==> config.mk <==
export PLATFORM = sky130hd
export DESIGN_NAME = dm_cache_ctrl
export DESIGN_NICKNAME = d
export VERILOG_FILES = /design/src/rtl/dm_cache_ctrl.sv
export SDC_FILE = /design/constraint.sdc
export NUM_CORES = 2
export LEC_CHECK = 0
export BUFFER_PORTS_ARGS = -buffer_cell sky130_fd_sc_hd__buf_2
export CORE_ASPECT_RATIO = 0.6
export CORE_MARGIN = 2
export CORE_UTILIZATION = 55
export CTS_CLUSTER_DIAMETER = 120
export DETAILED_ROUTE_END_ITERATION = 16
export PLACE_DENSITY = 0.79
export SETUP_SLACK_MARGIN = 0.5
export SLEW_MARGIN = 20
export SYNTH_ARGS = -nofsm -noshare
export SYNTH_HDL_FRONTEND = slang
export SYNTH_SLANG_ARGS = --single-unit
export TNS_END_PERCENT = 10
==> constraint.sdc <==
create_clock -name clk -period 6.3 [get_ports clk]
set_input_delay 0.315 -clock clk [delete_from_list [all_inputs] [get_ports clk]]
set_output_delay 0.315 -clock clk [all_outputs]
set_load 0.05 [all_outputs]
==> src/rtl/dm_cache_ctrl.sv <==
// -----------------------------------------------------------------------------
// dm_cache_ctrl
//   Read-only direct-mapped cache placed in front of the instruction-address
//   processor. Every cycle spent in LOOKUP treats addr as a new request. A hit
//   answers with a one-cycle rvalid strobe on the following cycle. A miss fetches
//   the whole line from main memory through a req/ack handshake followed by
//   WORDS_PER_LINE beat-valid transfers, then answers the same way. Saturating
//   hit/miss counters are kept for performance reporting.
//
// Ports
//   clk         sole clock, rising edge
//   rst         synchronous, active-high reset
//   addr        processor byte address, [0:31] with bit 0 = MSB
//   data        read data, valid while rvalid = 1
//   rvalid      one-cycle response strobe
//   mem_req     line-fill request, held until mem_ack
//   mem_addr    line-aligned byte address of the fill
//   mem_ack     one-cycle acceptance of mem_req
//   mem_rdata   fill beat data
//   mem_rvalid  fill beat strobe, beats arrive in ascending word order
//   hit_cnt     saturating hit count
//   miss_cnt    saturating miss count
// -----------------------------------------------------------------------------
module dm_cache_ctrl #(
    parameter int NUM_LINES      = 8,
    parameter int WORDS_PER_LINE = 4,
    parameter int CNT_W          = 16
) (
    input  logic             clk,
    input  logic             rst,
    input  logic [0:31]      addr,
    output logic [31:0]      data,
    output logic             rvalid,
    output logic             mem_req,
    output logic [31:0]      mem_addr,
    input  logic             mem_ack,
    input  logic [31:0]      mem_rdata,
    input  logic             mem_rvalid,
    output logic [CNT_W-1:0] hit_cnt,
    output logic [CNT_W-1:0] miss_cnt
);

    localparam int OFF_W   = $clog2(WORDS_PER_LINE);
    localparam int IDX_W   = $clog2(NUM_LINES);
    localparam int TAG_LSB = 2 + OFF_W + IDX_W;
    localparam int TAG_W   = 32 - TAG_LSB;

    typedef enum logic [1:0] {LOOKUP, RESP, MREQ, FILL} state_t;

    state_t state, next_state;

    // Numeric view of the processor address: the ascending port range maps
    // positionally, so addr_v[31] is the MSB and addr_v[0] the LSB.
    logic [31:0] addr_v;
    assign addr_v = addr;

    logic unused_byte_off;
    assign unused_byte_off = ^addr_v[1:0];

    logic [OFF_W-1:0] off_in, off_q, beat_q;
    logic [IDX_W-1:0] idx_in, idx_q;
    logic [TAG_W-1:0] tag_in, tag_q;

    assign off_in = addr_v[2 +: OFF_W];
    assign idx_in = addr_v[2 + OFF_W +: IDX_W];
    assign tag_in = addr_v[TAG_LSB +: TAG_W];

    logic [NUM_LINES-1:0] valid_q;
    logic [TAG_W-1:0]     tag_mem  [NUM_LINES];
    logic [31:0]          data_mem [NUM_LINES][WORDS_PER_LINE];

    logic        hit;
    logic        beat_last;
    logic        fill_beat;
    logic [31:0] resp_word;

    assign hit       = valid_q[idx_in] && (tag_mem[idx_in] == tag_in);
    assign beat_last = (beat_q == OFF_W'(WORDS_PER_LINE - 1));
    assign fill_beat = (state == FILL) && mem_rvalid;

    // NOTE: every always_comb output gets a default first so no path leaves it
    // unassigned, which would otherwise infer a latch.
    always_comb begin
        next_state = state;
        unique case (state)
            LOOKUP:  next_state = hit ? RESP : MREQ;
            RESP:    next_state = LOOKUP;
            MREQ:    if (mem_ack) next_state = FILL;
            FILL:    if (mem_rvalid && beat_last) next_state = RESP;
            default: next_state = LOOKUP;
        endcase
    end

    // Word loaded into data on the edge that enters RESP. When a fill
    // completes, the requested word is either the beat arriving right now
    // (last word of the line) or one already written by an earlier beat.
    always_comb begin
        resp_word = data_mem[idx_in][off_in];
        if (state == FILL) begin
            resp_word = (off_q == beat_q) ? mem_rdata : data_mem[idx_q][off_q];
        end
    end

    // NOTE: sequential state uses non-blocking assignments so every flop
    // samples the pre-edge values regardless of statement order.
    always_ff @(posedge clk) begin
        if (rst) state <= LOOKUP;
        else     state <= next_state;
    end

    always_ff @(posedge clk) begin
        if (rst) begin
            valid_q  <= '0;
            rvalid   <= 1'b0;
            data     <= '0;
            mem_req  <= 1'b0;
            mem_addr <= '0;
            hit_cnt  <= '0;
            miss_cnt <= '0;
            beat_q   <= '0;
            off_q    <= '0;
            idx_q    <= '0;
            tag_q    <= '0;
        end else begin
            rvalid  <= (next_state == RESP);
            mem_req <= (next_state == MREQ);
            if (next_state == RESP) data <= resp_word;

            unique case (state)
                LOOKUP: begin
                    off_q <= off_in;
                    idx_q <= idx_in;
                    tag_q <= tag_in;
                    if (hit) begin
                        if (hit_cnt != '1) hit_cnt <= hit_cnt + CNT_W'(1);
                    end else begin
                        if (miss_cnt != '1) miss_cnt <= miss_cnt + CNT_W'(1);
                        mem_addr <= {addr_v[31:2 + OFF_W], {(2 + OFF_W){1'b0}}};
                    end
                end
                MREQ: begin
                    // The line is being replaced: drop it now so a partial
                    // fill can never produce a hit.
                    if (mem_ack) begin
                        beat_q         <= '0;
                        valid_q[idx_q] <= 1'b0;
                    end
                end
                FILL: begin
                    if (mem_rvalid) begin
                        beat_q <= beat_q + OFF_W'(1);
                        if (beat_last) valid_q[idx_q] <= 1'b1;
                    end
                end
                default: ;
            endcase
        end
    end

    // NOTE: tag and data arrays are deliberately not reset; valid_q alone
    // decides whether a line's contents mean anything, so plain RAM suffices.
    always_ff @(posedge clk) begin
        if (!rst && fill_beat) begin
            data_mem[idx_q][beat_q] <= mem_rdata;
            if (beat_last) tag_mem[idx_q] <= tag_q;
        end
    end

endmodule

Yosys cells after proc, flatten, opt, wreduce, memory -nomap -nowiden. Memories as Yosys holds them, arrays and structs flattened. A register that Yosys moved wholly into a read port is not among the register bits. Cells that the tools add are included.

$add $sub $neg: 3. Multipliers: 0. Divide/modulo/power cells: 0. Magnitude comparators: 7. Eq/ne operators: 13. Shifts and indexed selects: 0. Multiplexer cells: 32. Bitwise operators: 7. Reductions and logical operators: 14.

Operators with widths (number): 2-to-1 mux 32 bit (7); binary-select mux 32 bit (select 2 bit) (2); 2-to-1 mux 128 bit (1); demux 32 bit (select 2 bit) (1); adder 16 x 1 -> 16 bit, second input constant (2); != test 16 bit, second input constant (2); == test 25 bit (1); 2-to-1 mux 8 bit (3); case mux 8 bit (2 select lines) (1); 2-to-1 mux 2 bit (5); greater-or-equal comparator 3 bit, second input constant (3); inverter 2 -> 3 bit (3); AND reduction 3 bit (3); AND 8 bit (1); == test 2 bit, second input constant (4); < comparator 3 x 4 -> 1 bit, second input constant (2); inverter 8 bit (1); bitwise OR 8 bit (1); case mux 2 bit (4 select lines) (1); logical AND 1 bit (6); 2-to-1 mux 1 bit (6); 2-to-1 mux 3 bit (2); != test 2 bit, second input constant (3); == test 2 x 1 -> 1 bit, second input constant (2); other kinds (13) (13).

Flip-flop bits (word level): 136. Bits in latches: 0. Memory bits (writable): 1224. ROM bits: 0. Input port bits: 68. Output and inout bits: 98. Word-level logic and storage cells: 90. Memories: 2.

Memories: data_mem (depth 8, width 128, read ports 2, clocked after memory_dff 1, wr ports 1, RTL line 70) `logic [31:0] data_mem [NUM_LINES][WORDS_PER_LINE];`; tag_mem (depth 8, width 25, read ports 1, clocked after memory_dff 0, wr ports 1, RTL line 69) `logic [TAG_W-1:0] tag_mem [NUM_LINES];`.

Longest topological paths before layout.
Depth after elaboration: 8. Mapped depth: 16. Gate-level depth less buffers: 8.

Least setup slack after synthesis. OpenSTA, ideal clock, no wires.

Path type: flip-flop to flip-flop. From: reg state[1]. To: mem data_mem[7][0] (netlist name), enable pin. Library setup time: 0.472 ns. Arrival: 3.638 ns. Data required time: 5.828 ns. Slack: 2.190 ns. Stages on the path, launching flop included: 7. Path buffers: 2. Period minus slack after synthesis: 4.110 ns. Cells stage by stage: dfxtp_1 clkbuf_1 nand2_1 clkbuf_1 nor2_1 nand3_1 nor2_1.

Longest elaborated chain between the ends: 5.

RTL lines: start: declaration (RTL line 50) `state_t state, next_state;`; start signal: assignment (RTL line 108) `else state <= next_state;`; == test 2 bit (RTL line 79) `assign fill_beat = (state == FILL) && mem_rvalid;`; logical AND 1 bit (RTL line 79); logical AND 1 bit (RTL line 163) `if (!rst && fill_beat) begin`; 2-to-1 mux 1 bit (RTL line 163); 2-to-1 mux 128 bit (implied by the code) (RTL line 164) `data_mem[idx_q][beat_q] <= mem_rdata;`; end: declaration (RTL line 70).

Every way passes these cells.

Worst setup path after layout.
From: mem tag_mem[0][1] (netlist name). To: reg data[1].

Longest elaborated chain between the ends: 6.

RTL lines: start: declaration (RTL line 69); memory read (8 x 25 bit); == test 25 bit (RTL line 77) `assign hit = valid_q[idx_in] && (tag_mem[idx_in] == tag_in);`; logical AND 1 bit (RTL line 77); 2-to-1 mux 2 bit (RTL line 86) `LOOKUP: next_state = hit ? RESP : MREQ;`; case mux 2 bit (4 select lines) (RTL line 85) `unique case (state)`; == test 2 x 1 -> 1 bit (RTL line 127) `if (next_state == RESP) data <= resp_word;`; end signal: assignment (RTL line 127); end: declaration (RTL line 32) `output logic [31:0] data,`.

Every way passes these cells. A chain may end at the register's enable or synchronous reset.

==> insert_results.sql <==
INSERT INTO impl_metrics (metric_group, metric, value, unit) VALUES
('logic_synthesis', 'syn_area_per_cell', '20.0', 'sq um'),
('job', 'cap_viol_max_count', '0', ''),
('timing', 'final_hold_viol_count', '0', ''),
('setup_path', 'critical_path.endpoint', 'data[1]', ''),
('floorplan', 'die_area', '113000', 'sq um'),
('grt', 'grt_usage', '29.9', '%'),
('timing', 'maximum_achievable_frequency', '0.217', 'GHz'),
('clock_network', 'postCtsSetupBuffers', '0', ''),
('logic_synthesis', 'ys_seq_area_share', '65.1', '%'),
('setup_path', 'rr_worst_depth', '9', ''),
('setup_path', 'timing_worst_setup_path_type', 'reg -> reg', ''),
('power_and_ir_drop', 'fin_total_pwr', '19.0', 'mW'),
('setup_path', 'worstSetupEndpointType', 'flop', ''),
('drt', 'drc', '0', ''),
('place', 'post-place-cells', '4533', ''),
('drt', 'vias_per_cell', '7.16', ''),
('setup_path', 'crit_cells', '9', ''),
('setup_path', 'worst-path-max-fanout', '32', ''),
('floorplan', 'die_height', '261', 'um'),
('timing', 'setup_viol', '0', ''),
('clock_network', 'cts.clk_slew.worst_paths', '0.07', 'ns'),
('logic_synthesis', 'netlist.area_leader.share', '60.5', '%'),
('timing', 'final-max-slew-violation-count', '0', ''),
('finish', 'final_core_util', '62.0', '%'),
('logic_synthesis', 'synth_enable_flop_cells', '1224', ''),
('logic_synthesis', 'ys_top_cells_by_count', 'sky130_fd_sc_hd__edfxtp_1, sky130_fd_sc_hd__mux4_2, sky130_fd_sc_hd__dfxtp_1, sky130_fd_sc_hd__clkbuf_1, sky130_fd_sc_hd__nor2_1', ''),
('logic_synthesis', 'netlist-cell-type-count', '61', ''),
('grt', 'pin_count_of_the_biggest_net_entering_global_routing', '112', ''),
('drt', 'final_antenna_net_count', '0', ''),
('place', 'numPortBuffers', '159', ''),
('drt', 'drt-initial-drc-count', '5686', ''),
('floorplan', 'core', '109000', 'sq um'),
('clock_network', 'root_buffer', 'sky130_fd_sc_hd__clkbuf_16', ''),
('logic_synthesis', 'synthesis.area', '60700', 'sq um'),
('floorplan', 'dieWidth', '433', 'um'),
('logic_synthesis', 'ffs_latches_synth', '1363', ''),
('clock_network', 'cts.htree.levels', '3', ''),
('timing', 'crit_share_post_route', '73.2', '%'),
('timing', 'timing.clock.skew', '0.0556', 'ns'),
('power_and_ir_drop', 'p_per_area', '280', 'nW/um^2'),
('power_and_ir_drop', 'power.ir.vdd_worst', '245', 'uV'),
('drt', 'routedWlPerCell', '35.0', 'um'),
('place', 'placedInstanceArea', '63600', 'sq um'),
('clock_network', 'cts_max_path_bufs', '3', ''),
('setup_path', 'critPathBufInv', '1', ''),
('finish', 'final_net_count', '3265', ''),
('clock_network', 'cts_tree', 'yes', ''),
('logic_synthesis', 'post_syn_instances', '3030', ''),
('drt', 'drt-total-wl', '168', 'mm'),
('grt', 'grt_first_pass_wirelength', '242', 'mm'),
('drt', 'count_of_tritonroute_iterations_in_the_first_routing_pass', '6', ''),
('setup_path', 'critical_path.cell_chain', 'mux4_2 -> mux2i_1 -> xor2_1 -> nand4_1 -> or4_4 -> or4_1 -> o21ai_4 -> buf_4 -> mux2_2', ''),
('timing', 'worst_slew_pin_slew', '1.21', 'ns'),
('timing', 'setup_tns', '0', 'ns'),
('logic_synthesis', 'synth.area.top_cells', 'sky130_fd_sc_hd__edfxtp_1, sky130_fd_sc_hd__mux4_2, sky130_fd_sc_hd__dfxtp_1', ''),
('logic_synthesis', 'yosys.cell_count.top_type', 'sky130_fd_sc_hd__edfxtp_1', ''),
('finish', 'stdcell_area', '67900', 'sq um'),
('min_path', 'min_delay_worst_type', 'in -> reg', ''),
('power_and_ir_drop', 'p_leak', '21.4', 'nW'),
('clock_network', 'clock_insertion_delay_worst_skew', '0.77', 'ns'),
('timing', 'final_critical_path_setup_slack', '1.69', 'ns'),
('floorplan', 'io_pins', '166', ''),
('grt', 'grt_remaining_overflow', '0', ''),
('finish', 'flow.area_growth_from_synthesis', '11.8', '%'),
('floorplan', 'initial_utilization', '55.4', '%'),
('place', 'post-dp-hpwl', '90.9', 'mm'),
('setup_path', 'crit_arrival', '5.26', 'ns'),
('run_status', 'run_status', 'complete, no violations', ''),
('setup_path', 'timing.critical_path.from', 'tag_mem[0][1]', ''),
('setup_path', 'timing.reg2reg.setup_slack', '1.69', 'ns'),
('finish', 'finalNonFillerCells', '4789', '');
how the worst min path moves through the flow:
stage	startpoint	endpoint	slack, ns	cells after the start
after global placement	flop	flop	0.46	2
after global routing	rst	data[20]	0.03	3
after floorplan	mem_rdata[0]	data_mem[0][0]	0.41	0
after detailed placement	flop	flop	0.47	2
after CTS	rst	data[16]	0.005	3
final	rst	data[16]	0.03	3
registers in the layout (all words and copies together) (netlist names), named ones only:
name      count
tag_q        25
idx_q         3
data         32
miss_cnt     16
rvalid        1
beat_q        2
hit_cnt      16
state         2
mem_addr     28
data_mem   1024
tag_mem     200
off_q         2
mem_req       1
where the power goes:
group          leakage, nW  switching, mW  internal, mW
Sequential            12.2         0.0863          9.87
Clock                 1.95           3.39          4.19
Combinational         7.23          0.783         0.647
per-layer routing:
metal	GRT usage, %	vias to the layer above	wire (um)
met1	43.1	18000	61300
met4	9.95	2	5810
met5	0	-	9
li1	-	13300	-
met2	45.1	2632	77500
met3	7.98	414	23100
repair_timing:
| action | CTS | global route |
|---|---|---|
| endpoints found under the hold margin | 51 | 0 |
| hold buffers | 26 | 0 |
| resized for setup | 0 | 0 |
layout make-up:
cell class,count,area [sq um]
fill,7258,41600
multi-input combinational,1432,20400
clock inverter,61,754
tap,1488,1860
clock buffer,161,3270
inverter,6,22.5
sequential,1363,39600
timing repair buffer,270,1940
antenna,8,20.0
placed cells by master, fill, tap and decap left out, types with 10 or more instances in the layout:
cell type,n
sky130_fd_sc_hd__dfxtp_1,135
sky130_fd_sc_hd__a22o_1,12
sky130_fd_sc_hd__clkbuf_8,11
sky130_fd_sc_hd__buf_12,17
sky130_fd_sc_hd__xor2_1,12
sky130_fd_sc_hd__clkinv_2,19
sky130_fd_sc_hd__clkinv_1,12
sky130_fd_sc_hd__nor2b_1,50
sky130_fd_sc_hd__nand2_1,84
sky130_fd_sc_hd__buf_4,69
sky130_fd_sc_hd__mux2i_1,111
sky130_fd_sc_hd__or4_1,16
sky130_fd_sc_hd__buf_2,154
sky130_fd_sc_hd__o22ai_1,36
sky130_fd_sc_hd__mux4_2,668
sky130_fd_sc_hd__edfxtp_1,1224
sky130_fd_sc_hd__mux2_2,38
sky130_fd_sc_hd__and3_1,10
sky130_fd_sc_hd__mux2_1,11
sky130_fd_sc_hd__a2111oi_0,27
sky130_fd_sc_hd__a21oi_1,63
sky130_fd_sc_hd__nor2_1,81
sky130_fd_sc_hd__nand3_1,19
sky130_fd_sc_hd__o21ai_0,22
sky130_fd_sc_hd__dlygate4sd3_1,26
sky130_fd_sc_hd__nor2_4,32
sky130_fd_sc_hd__or3_1,21
sky130_fd_sc_hd__bufinv_16,13
sky130_fd_sc_hd__clkbuf_16,120
sky130_fd_sc_hd__o31ai_1,16
sky130_fd_sc_hd__clkbuf_1,30
tightest hold or removal path: cells and delay by family:
kind          cells  cell delay, ns
simple gates      1            0.13
mux               1            0.12
buf+inv           1            0.19
kinds of logic after synthesis:
logic type,count (synthesis),share of synthesized area (%)
flip-flops,1363,65.1
multiplexers,828,27.5
AND/OR/NAND/NOR,366,3.00
buffers and inverters,238,1.69
AO/OA/AOI/OAI,212,2.31
XOR/XNOR,16,0.231
adder cells (fa/ha/maj),6,0.124
other,1,0.00618
(Power assumes the default switching activity.)
